File: src/rtl/fp32_pkg.sv
// Shared IEEE-754 single-precision constants, flag indices and FSM encoding.
package fp32_pkg;

    localparam int unsigned SIGN_W  = 1;
    localparam int unsigned EXP_W   = 8;
    localparam int unsigned MANT_W  = 23;
    localparam int unsigned BIAS    = 127;
    localparam int unsigned EXP_MAX = 255;

    localparam logic [31:0] FP_INF  = 32'h7F80_0000;
    localparam logic [31:0] FP_ZERO = 32'h0000_0000;

    // prod_flags = {over, under, zero, done}
    localparam int unsigned PF_OVER  = 3;
    localparam int unsigned PF_UNDER = 2;
    localparam int unsigned PF_ZERO  = 1;
    localparam int unsigned PF_DONE  = 0;

    // acc_flags = {over, under, zero}
    localparam int unsigned AF_OVER  = 2;
    localparam int unsigned AF_UNDER = 1;
    localparam int unsigned AF_ZERO  = 0;

    typedef enum logic [2:0] {
        StIdle  = 3'd0,
        StAlign = 3'd1,
        StAdd   = 3'd2,
        StNorm  = 3'd3,
        StPack  = 3'd4
    } state_e;

endpackage

File: src/rtl/fp_lzc.sv
// Leading-zero count of a 27-bit significand; all-zero input returns 27.
module fp_lzc (
    input  logic [26:0] val_i,
    output logic [4:0]  cnt_o
);

    // Scan LSB to MSB so the highest set bit makes the last assignment.
    always_comb begin
        cnt_o = 5'd27;
        for (int i = 0; i < 27; i++) begin
            if (val_i[i]) begin
                cnt_o = 5'(26 - i);
            end
        end
    end

endmodule

File: src/rtl/fp_accumulator.sv
// Multi-cycle single-precision accumulator: IDLE -> ALIGN -> ADD -> NORM -> PACK.
// Truncating rounding, zero/denormal operands flushed to +0, sticky overflow.
module fp_accumulator
    import fp32_pkg::*;
(
    input  logic        clk,
    input  logic        rst_n,
    input  logic        clear,
    input  logic [31:0] prod_in,
    input  logic [3:0]  prod_flags,
    output logic [31:0] acc_out,
    output logic        acc_done,
    output logic [2:0]  acc_flags,
    output logic        busy,
    output logic        drop_err
);

    state_e             state_q, state_d;
    logic [31:0]        prod_q, prod_d;
    logic               pover_q, pover_d;     // product flagged over
    logic               pzero_q, pzero_d;     // product flagged under or zero
    logic               sign_q, sign_d;       // sign of the larger-magnitude operand
    logic               eff_sub_q, eff_sub_d;
    logic [EXP_W-1:0]   exp_q, exp_d;
    logic [25:0]        big_q, big_d;         // 24-bit significand + 2 guard bits
    logic [25:0]        small_q, small_d;
    logic [26:0]        sum_q, sum_d;         // bit 26 is the carry-out
    logic [MANT_W-1:0]  mant_q, mant_d;
    logic signed [9:0]  nexp_q, nexp_d;
    logic               zero_q, zero_d;
    logic [31:0]        acc_q, acc_d;
    logic               done_q, done_d;
    logic [2:0]         flags_q, flags_d;
    logic               drop_q, drop_d;

    logic [31:0]        op_a, op_b, op_big, op_small;
    logic [EXP_W-1:0]   ediff;
    logic [25:0]        small_ext, small_sh;
    logic [4:0]         lz;
    logic [26:0]        shifted;
    logic [3:0]         unused_shift;

    fp_lzc u_lzc (
        .val_i (sum_q),
        .cnt_o (lz)
    );

    // Operand flush-to-zero, magnitude swap and right-shift alignment of the smaller operand.
    always_comb begin
        op_a = (acc_q[30:23] == '0) ? FP_ZERO : acc_q;
        op_b = (prod_q[30:23] == '0 || pzero_q) ? FP_ZERO : prod_q;
        if (op_b[30:0] > op_a[30:0]) begin
            op_big   = op_b;
            op_small = op_a;
        end else begin
            op_big   = op_a;
            op_small = op_b;
        end
        ediff     = op_big[30:23] - op_small[30:23];
        small_ext = {|op_small[30:23], op_small[22:0], 2'b00};
        small_sh  = (ediff >= 8'd26) ? '0 : (small_ext >> ediff);
    end

    // Normalise so the leading one lands in bit 26; lz == 0 (carry-out) acts as a right
    // shift by one with exponent +1, otherwise a left shift with exponent reduced.
    always_comb begin
        shifted      = sum_q << lz;
        unused_shift = {shifted[26], shifted[2:0]};
    end

    // Next-state for the FSM, datapath pipeline registers and sticky status.
    always_comb begin
        state_d   = state_q;
        prod_d    = prod_q;
        pover_d   = pover_q;
        pzero_d   = pzero_q;
        sign_d    = sign_q;
        eff_sub_d = eff_sub_q;
        exp_d     = exp_q;
        big_d     = big_q;
        small_d   = small_q;
        sum_d     = sum_q;
        mant_d    = mant_q;
        nexp_d    = nexp_q;
        zero_d    = zero_q;
        acc_d     = acc_q;
        done_d    = 1'b0;
        flags_d   = flags_q;
        drop_d    = drop_q;

        if (clear) begin
            state_d = StIdle;
            acc_d   = FP_ZERO;
            flags_d = '0;
            drop_d  = 1'b0;
        end else begin
            if (prod_flags[PF_DONE] && state_q != StIdle) begin
                drop_d = 1'b1;
            end
            unique case (state_q)
                StIdle: begin
                    if (prod_flags[PF_DONE]) begin
                        prod_d  = prod_in;
                        pover_d = prod_flags[PF_OVER];
                        pzero_d = prod_flags[PF_UNDER] | prod_flags[PF_ZERO];
                        state_d = StAlign;
                    end
                end
                StAlign: begin
                    sign_d    = op_big[31];
                    eff_sub_d = op_big[31] ^ op_small[31];
                    exp_d     = op_big[30:23];
                    big_d     = {|op_big[30:23], op_big[22:0], 2'b00};
                    small_d   = small_sh;
                    state_d   = StAdd;
                end
                StAdd: begin
                    sum_d   = eff_sub_q ? ({1'b0, big_q} - {1'b0, small_q})
                                        : ({1'b0, big_q} + {1'b0, small_q});
                    state_d = StNorm;
                end
                StNorm: begin
                    zero_d  = (sum_q == '0);
                    mant_d  = shifted[25:3];  // guard bits [2:1] dropped: truncation
                    nexp_d  = $signed({2'b00, exp_q} + 10'd1 - {5'd0, lz});
                    state_d = StPack;
                end
                StPack: begin
                    done_d  = 1'b1;
                    state_d = StIdle;
                    if (flags_q[AF_OVER]) begin
                        acc_d = acc_q;  // overflow holds infinity until clear
                    end else if (pover_q) begin
                        acc_d             = {prod_q[31], FP_INF[30:0]};
                        flags_d[AF_OVER]  = 1'b1;
                        flags_d[AF_ZERO]  = 1'b0;
                    end else if (zero_q) begin
                        acc_d             = FP_ZERO;
                        flags_d[AF_ZERO]  = 1'b1;
                    end else if (nexp_q >= $signed(10'(EXP_MAX))) begin
                        acc_d             = {sign_q, FP_INF[30:0]};
                        flags_d[AF_OVER]  = 1'b1;
                        flags_d[AF_ZERO]  = 1'b0;
                    end else if (nexp_q <= 10'sd0) begin
                        acc_d             = FP_ZERO;
                        flags_d[AF_UNDER] = 1'b1;
                    end else begin
                        acc_d             = {sign_q, nexp_q[7:0], mant_q};
                        flags_d[AF_ZERO]  = 1'b0;
                    end
                end
                default: state_d = StIdle;
            endcase
        end
    end

    // All state, asynchronously reset to zero / IDLE.
    always_ff @(posedge clk or negedge rst_n) begin
        if (!rst_n) begin
            state_q   <= StIdle;
            prod_q    <= '0;
            pover_q   <= 1'b0;
            pzero_q   <= 1'b0;
            sign_q    <= 1'b0;
            eff_sub_q <= 1'b0;
            exp_q     <= '0;
            big_q     <= '0;
            small_q   <= '0;
            sum_q     <= '0;
            mant_q    <= '0;
            nexp_q    <= '0;
            zero_q    <= 1'b0;
            acc_q     <= FP_ZERO;
            done_q    <= 1'b0;
            flags_q   <= '0;
            drop_q    <= 1'b0;
        end else begin
            state_q   <= state_d;
            prod_q    <= prod_d;
            pover_q   <= pover_d;
            pzero_q   <= pzero_d;
            sign_q    <= sign_d;
            eff_sub_q <= eff_sub_d;
            exp_q     <= exp_d;
            big_q     <= big_d;
            small_q   <= small_d;
            sum_q     <= sum_d;
            mant_q    <= mant_d;
            nexp_q    <= nexp_d;
            zero_q    <= zero_d;
            acc_q     <= acc_d;
            done_q    <= done_d;
            flags_q   <= flags_d;
            drop_q    <= drop_d;
        end
    end

    assign acc_out   = acc_q;
    assign acc_done  = done_q;
    assign acc_flags = flags_q;
    assign busy      = (state_q != StIdle);
    assign drop_err  = drop_q;

endmodule
File: config.mk
export PLATFORM = sky130hd
export DESIGN_NAME = fp_accumulator
export DESIGN_NICKNAME = d
export VERILOG_FILES = /design/src/rtl/fp32_pkg.sv /design/src/rtl/fp_lzc.sv /design/src/rtl/fp_accumulator.sv
export SDC_FILE = /design/constraint.sdc
export NUM_CORES = 1
export LEC_CHECK = 0
export CORE_ASPECT_RATIO = 0.5
export CORE_UTILIZATION = 62
export DETAILED_ROUTE_END_ITERATION = 10
export PLACE_DENSITY = 0.82
export SKIP_CTS_REPAIR_TIMING = 1
export SLEW_MARGIN = 20
export SYNTH_ARGS = -nofsm -noshare
export SYNTH_HDL_FRONTEND = slang
export SYNTH_HIERARCHICAL = 1
export SYNTH_SLANG_ARGS = --single-unit
File: constraint.sdc
create_clock -name clk -period 8.08 [get_ports clk]
set_input_delay 0.808 -clock clk [delete_from_list [all_inputs] [get_ports clk]]
set_output_delay 0.808 -clock clk [all_outputs]
set_load 0.05 [all_outputs]
==> run_results.csv <==
group,metric,value,unit
critical_path,critPathKind,"flip-flop to flip-flop",
floorplan,die_h,110.5,um
clock_tree,clk_latency,0.46,ns
critical_path,worstPathRequired,8.42,ns
timing,fin_skew,0.01051,ns
placed_design,dp_cells,2023,
clock_tree,cts-htree-levels,4,
timing,worst-slew-pin-transition,1.061,ns
synth,synth_area_leaders,"dfrtp_1, ha_1, mux2i_1",
clock_tree,clockRootBuffer,"clkbuf_16",
placed_design,globalplace.congestion,1.009,
synth,syn_area,14590,um2
global_routing,antenna_found_initial,3,
finish,fin_nets,1871,
critical_path,crit_start,"acc_out[30]",
timing,relSlewSlack,29.27,%
pwr,p_leak,7.271,nW
placed_design,dpl.hpwl,36.45,mm
synth,synth-edff-count,0,
global_routing,grt_max_degree,132,
floorplan,fp-row-count,39,
finish,final_layout_size_suffix_gt1_share,7.947,%
clock_tree,path_clk_slew,0.07,ns
finish,final_cells,2057,
route,ant_nets,0,
timing,post-route-period-util,82.56,%
critical_path,critPathLaunchType,"flip-flop",
critical_path,worstPathMaxFanout,52,
clock_tree,cts_made_buffers,17,
global_routing,grt_overflow,0,
route,wire_per_inst,23.13,um
clock_tree,cts_buffer_depth,2,
critical_path,end_kind,"flip-flop",
route,drc,0,
synth,syn_area_per_cell,8.500,um2
pwr,power.density,454.3,nW/um2
timing,max_clock_freq,0.1499,GHz
clock_tree,cts.sinks,195,
timing,hold_viol,0,
outcome,status,"finished, final reports clean",
synth,synth.distinct_cells,85,
floorplan,start_util,63.63,%
route,drtIter0Drc,1772,
timing,finalCriticalPeriod,6.671,ns
finish,design_area,16150,um2
synth,synth.net_count,1852,
global_routing,grtUsageTotal,39.70,%
global_routing,grt_pass1_wl,72.71,mm
route,wl,47.59,mm
synth,synthFlopType,"dfrtp_1",
finish,final_util,70.44,%
timing,hold_slack,0.2041,ns
route,via_per_inst,6.655,
timing,setup_viol,0,
timing,slew_violations,0,
critical_path,r2r-start,"acc_out[30]",
synth,synth_top_area_cell,"dfrtp_1",
floorplan,die_w,219.0,um
min_path,min_path_type,"input pin to async pin",
timing,rsz0062_at_grt,"false",
floorplan,die_area,24190,um2
finish,area_delta_synth_final,10.69,%
finish,fillers,1805,
floorplan,num_io_pins,77,
route,drtPass1Iterations,6,
placed_design,post_dp_cell_area,15520,um2
route,vias,13690,
clock_tree,cts_tree,"yes",
synth,synth.top_cell.area_share,33.44,%
run,maxCapViolations,0,
synth,yosys_warnings,6,
global_routing,first_global_vias,12680,
timing,fin_tns_setup,0,ns
pwr,ir_drop,0.0005685,V
synth,ys_ff_latch,195,
critical_path,cp_data_arrival_time,7.01,ns
synth,synthCells,1717,
placed_design,portBuffers,76,
synth,seq_area_frac_synth,33.44,%
synth,synthArstFlopShare,100.0,%
floorplan,core_area,22930,um2
-- power breakdown --
group          switching (mW)  leakage (nW)  internal, mW
clock network           0.397         0.291         0.500
logic                    3.12          4.41          1.73
registers               0.342          2.57          1.24
total                    3.86          7.27          3.48
-- cell usage after synthesis (7+ instances only) --
library cell	count
nor4_1	21
mux2i_1	103
nand2_1	232
o22ai_1	20
a21o_1	17
o21bai_1	12
a211oi_1	26
nor2_1	137
ha_1	94
o221ai_1	10
o31ai_1	7
and3_1	11
nor3_1	26
xor2_1	8
xnor2_1	24
a22o_1	33
mux4_2	10
nor2b_1	13
dfrtp_1	195
nand2b_1	16
or3_1	8
nand3_1	15
o21ai_0	145
a31oi_1	21
clkbuf_1	79
o211ai_1	8
nand4_1	11
a21oi_1	129
a22oi_1	7
a211o_1	7
inv_1	108
mux2_2	49
-- state kept, by name, summed over array words and instances, names as in the netlist --
register	count
prod_q	32
nexp_q	10
eff_sub_q	1
sign_q	1
small_q	26
big_q	24
exp_q	8
acc_done	1
mant_q	23
acc_flags	3
zero_q	1
sum_q	27
drop_err	1
acc_out	32
pover_q	1
pzero_q	1
state_q	3
-- worst paths after layout --
check / endpoint / slack, ns / cells past startpoint
setup / recovery: small_q[0] / 1.41 / 17
hold / removal: big_q[14] / 0.20 / 1
setup reg to reg: small_q[0] / 1.41 / 17
hold reg to reg: exp_q[2] / 0.50 / 2
max in group asynchronous: sum_q[1] / 6.75 / 2
min in group clk: exp_q[2] / 0.50 / 2
-- cell type report --
type | instances | area [um2] | share of cell area (%)
Tap cell | 307 | 384.1 | 2.378
Clock inverter | 10 | 148.9 | 0.9217
Clock buffer | 22 | 454.2 | 2.812
Antenna cell | 1 | 2.502 | 0.01549
Timing Repair Buffer | 97 | 943.4 | 5.840
Inverter | 112 | 420.4 | 2.602
Multi-Input combinational cell | 1313 | 8921 | 55.22
Sequential cell | 195 | 4880 | 30.21
-- stage by stage --
stage	setup WS, ns	total power, mW
finish	1.409	7.339
global route	1.095	7.738
CTS	1.483	7.139
detailed placement	1.502	6.212
global placement	1.719	6.095
floorplan	1.654	4.859
-- worst max-delay path, stage by stage, from the launching register on --
cell and delay [ns]:
dfrtp_1 0.42, nor4_1 0.34, nand2_1 0.61, nand2_1 0.34, ha_1 0.29, a21oi_1 0.16
nor4_1 0.07, a2111o_1 0.48, or4b_4 0.61, o221ai_4 0.09, buf_4 0.56, mux2_1 0.40
a221oi_1 0.44, a21oi_1 0.19, mux2i_4 0.60, a211oi_2 0.37, o21a_1 0.20, a311o_1 0.31
-- cell families (layout without fill, tap and decap cells) --
logic type                 after synthesis  in the layout  synth area share, %
AOI/OAI and AO/OA                      504            504                22.12
xor gates and xnor gates                32             32                1.920
adders and majority gates               96             96                8.333
buffers and inverters                  209            241                5.727
DFF                                    195            195                33.44
muxes                                  164            164                12.62
other                                    0              1                    0
and+or+nand+nor                        517            517                15.84
-- cells in the final DEF, fill, tap and decap left out, types with 5 or more instances in the layout --
cell type	n
a211o_1	7
a211oi_1	26
a21o_1	17
a21oi_1	127
a221oi_1	5
a22o_1	33
a22oi_1	7
a31oi_1	21
and2_1	5
and3_1	11
buf_4	20
clkbuf_16	17
clkdlybuf4s50_1	75
dfrtp_1	195
ha_1	94
inv_1	108
mux2_2	49
mux2i_1	103
mux4_2	10
nand2_1	232
nand2b_1	16
nand3_1	15
nand4_1	11
nor2_1	136
nor2b_1	13
nor3_1	26
nor4_1	21
o211ai_1	8
o21a_1	6
o21ai_0	145
o21bai_1	12
o221ai_1	10
o22ai_1	19
o31ai_1	7
or3_1	8
xnor2_1	24
xor2_1	7
-- metal layers --
metal | vias up | wire length [um] | global-route usage [%]
li1 | 6192 | - | -
met1 | 6632 | 20970 | 58.02
met2 | 756 | 19970 | 56.31
met3 | 110 | 5230 | 10.85
met4 | 0 | 1419 | 13.43
met5 | - | 0 | 0
No activity file was read; power rests on OpenSTA's default activity.
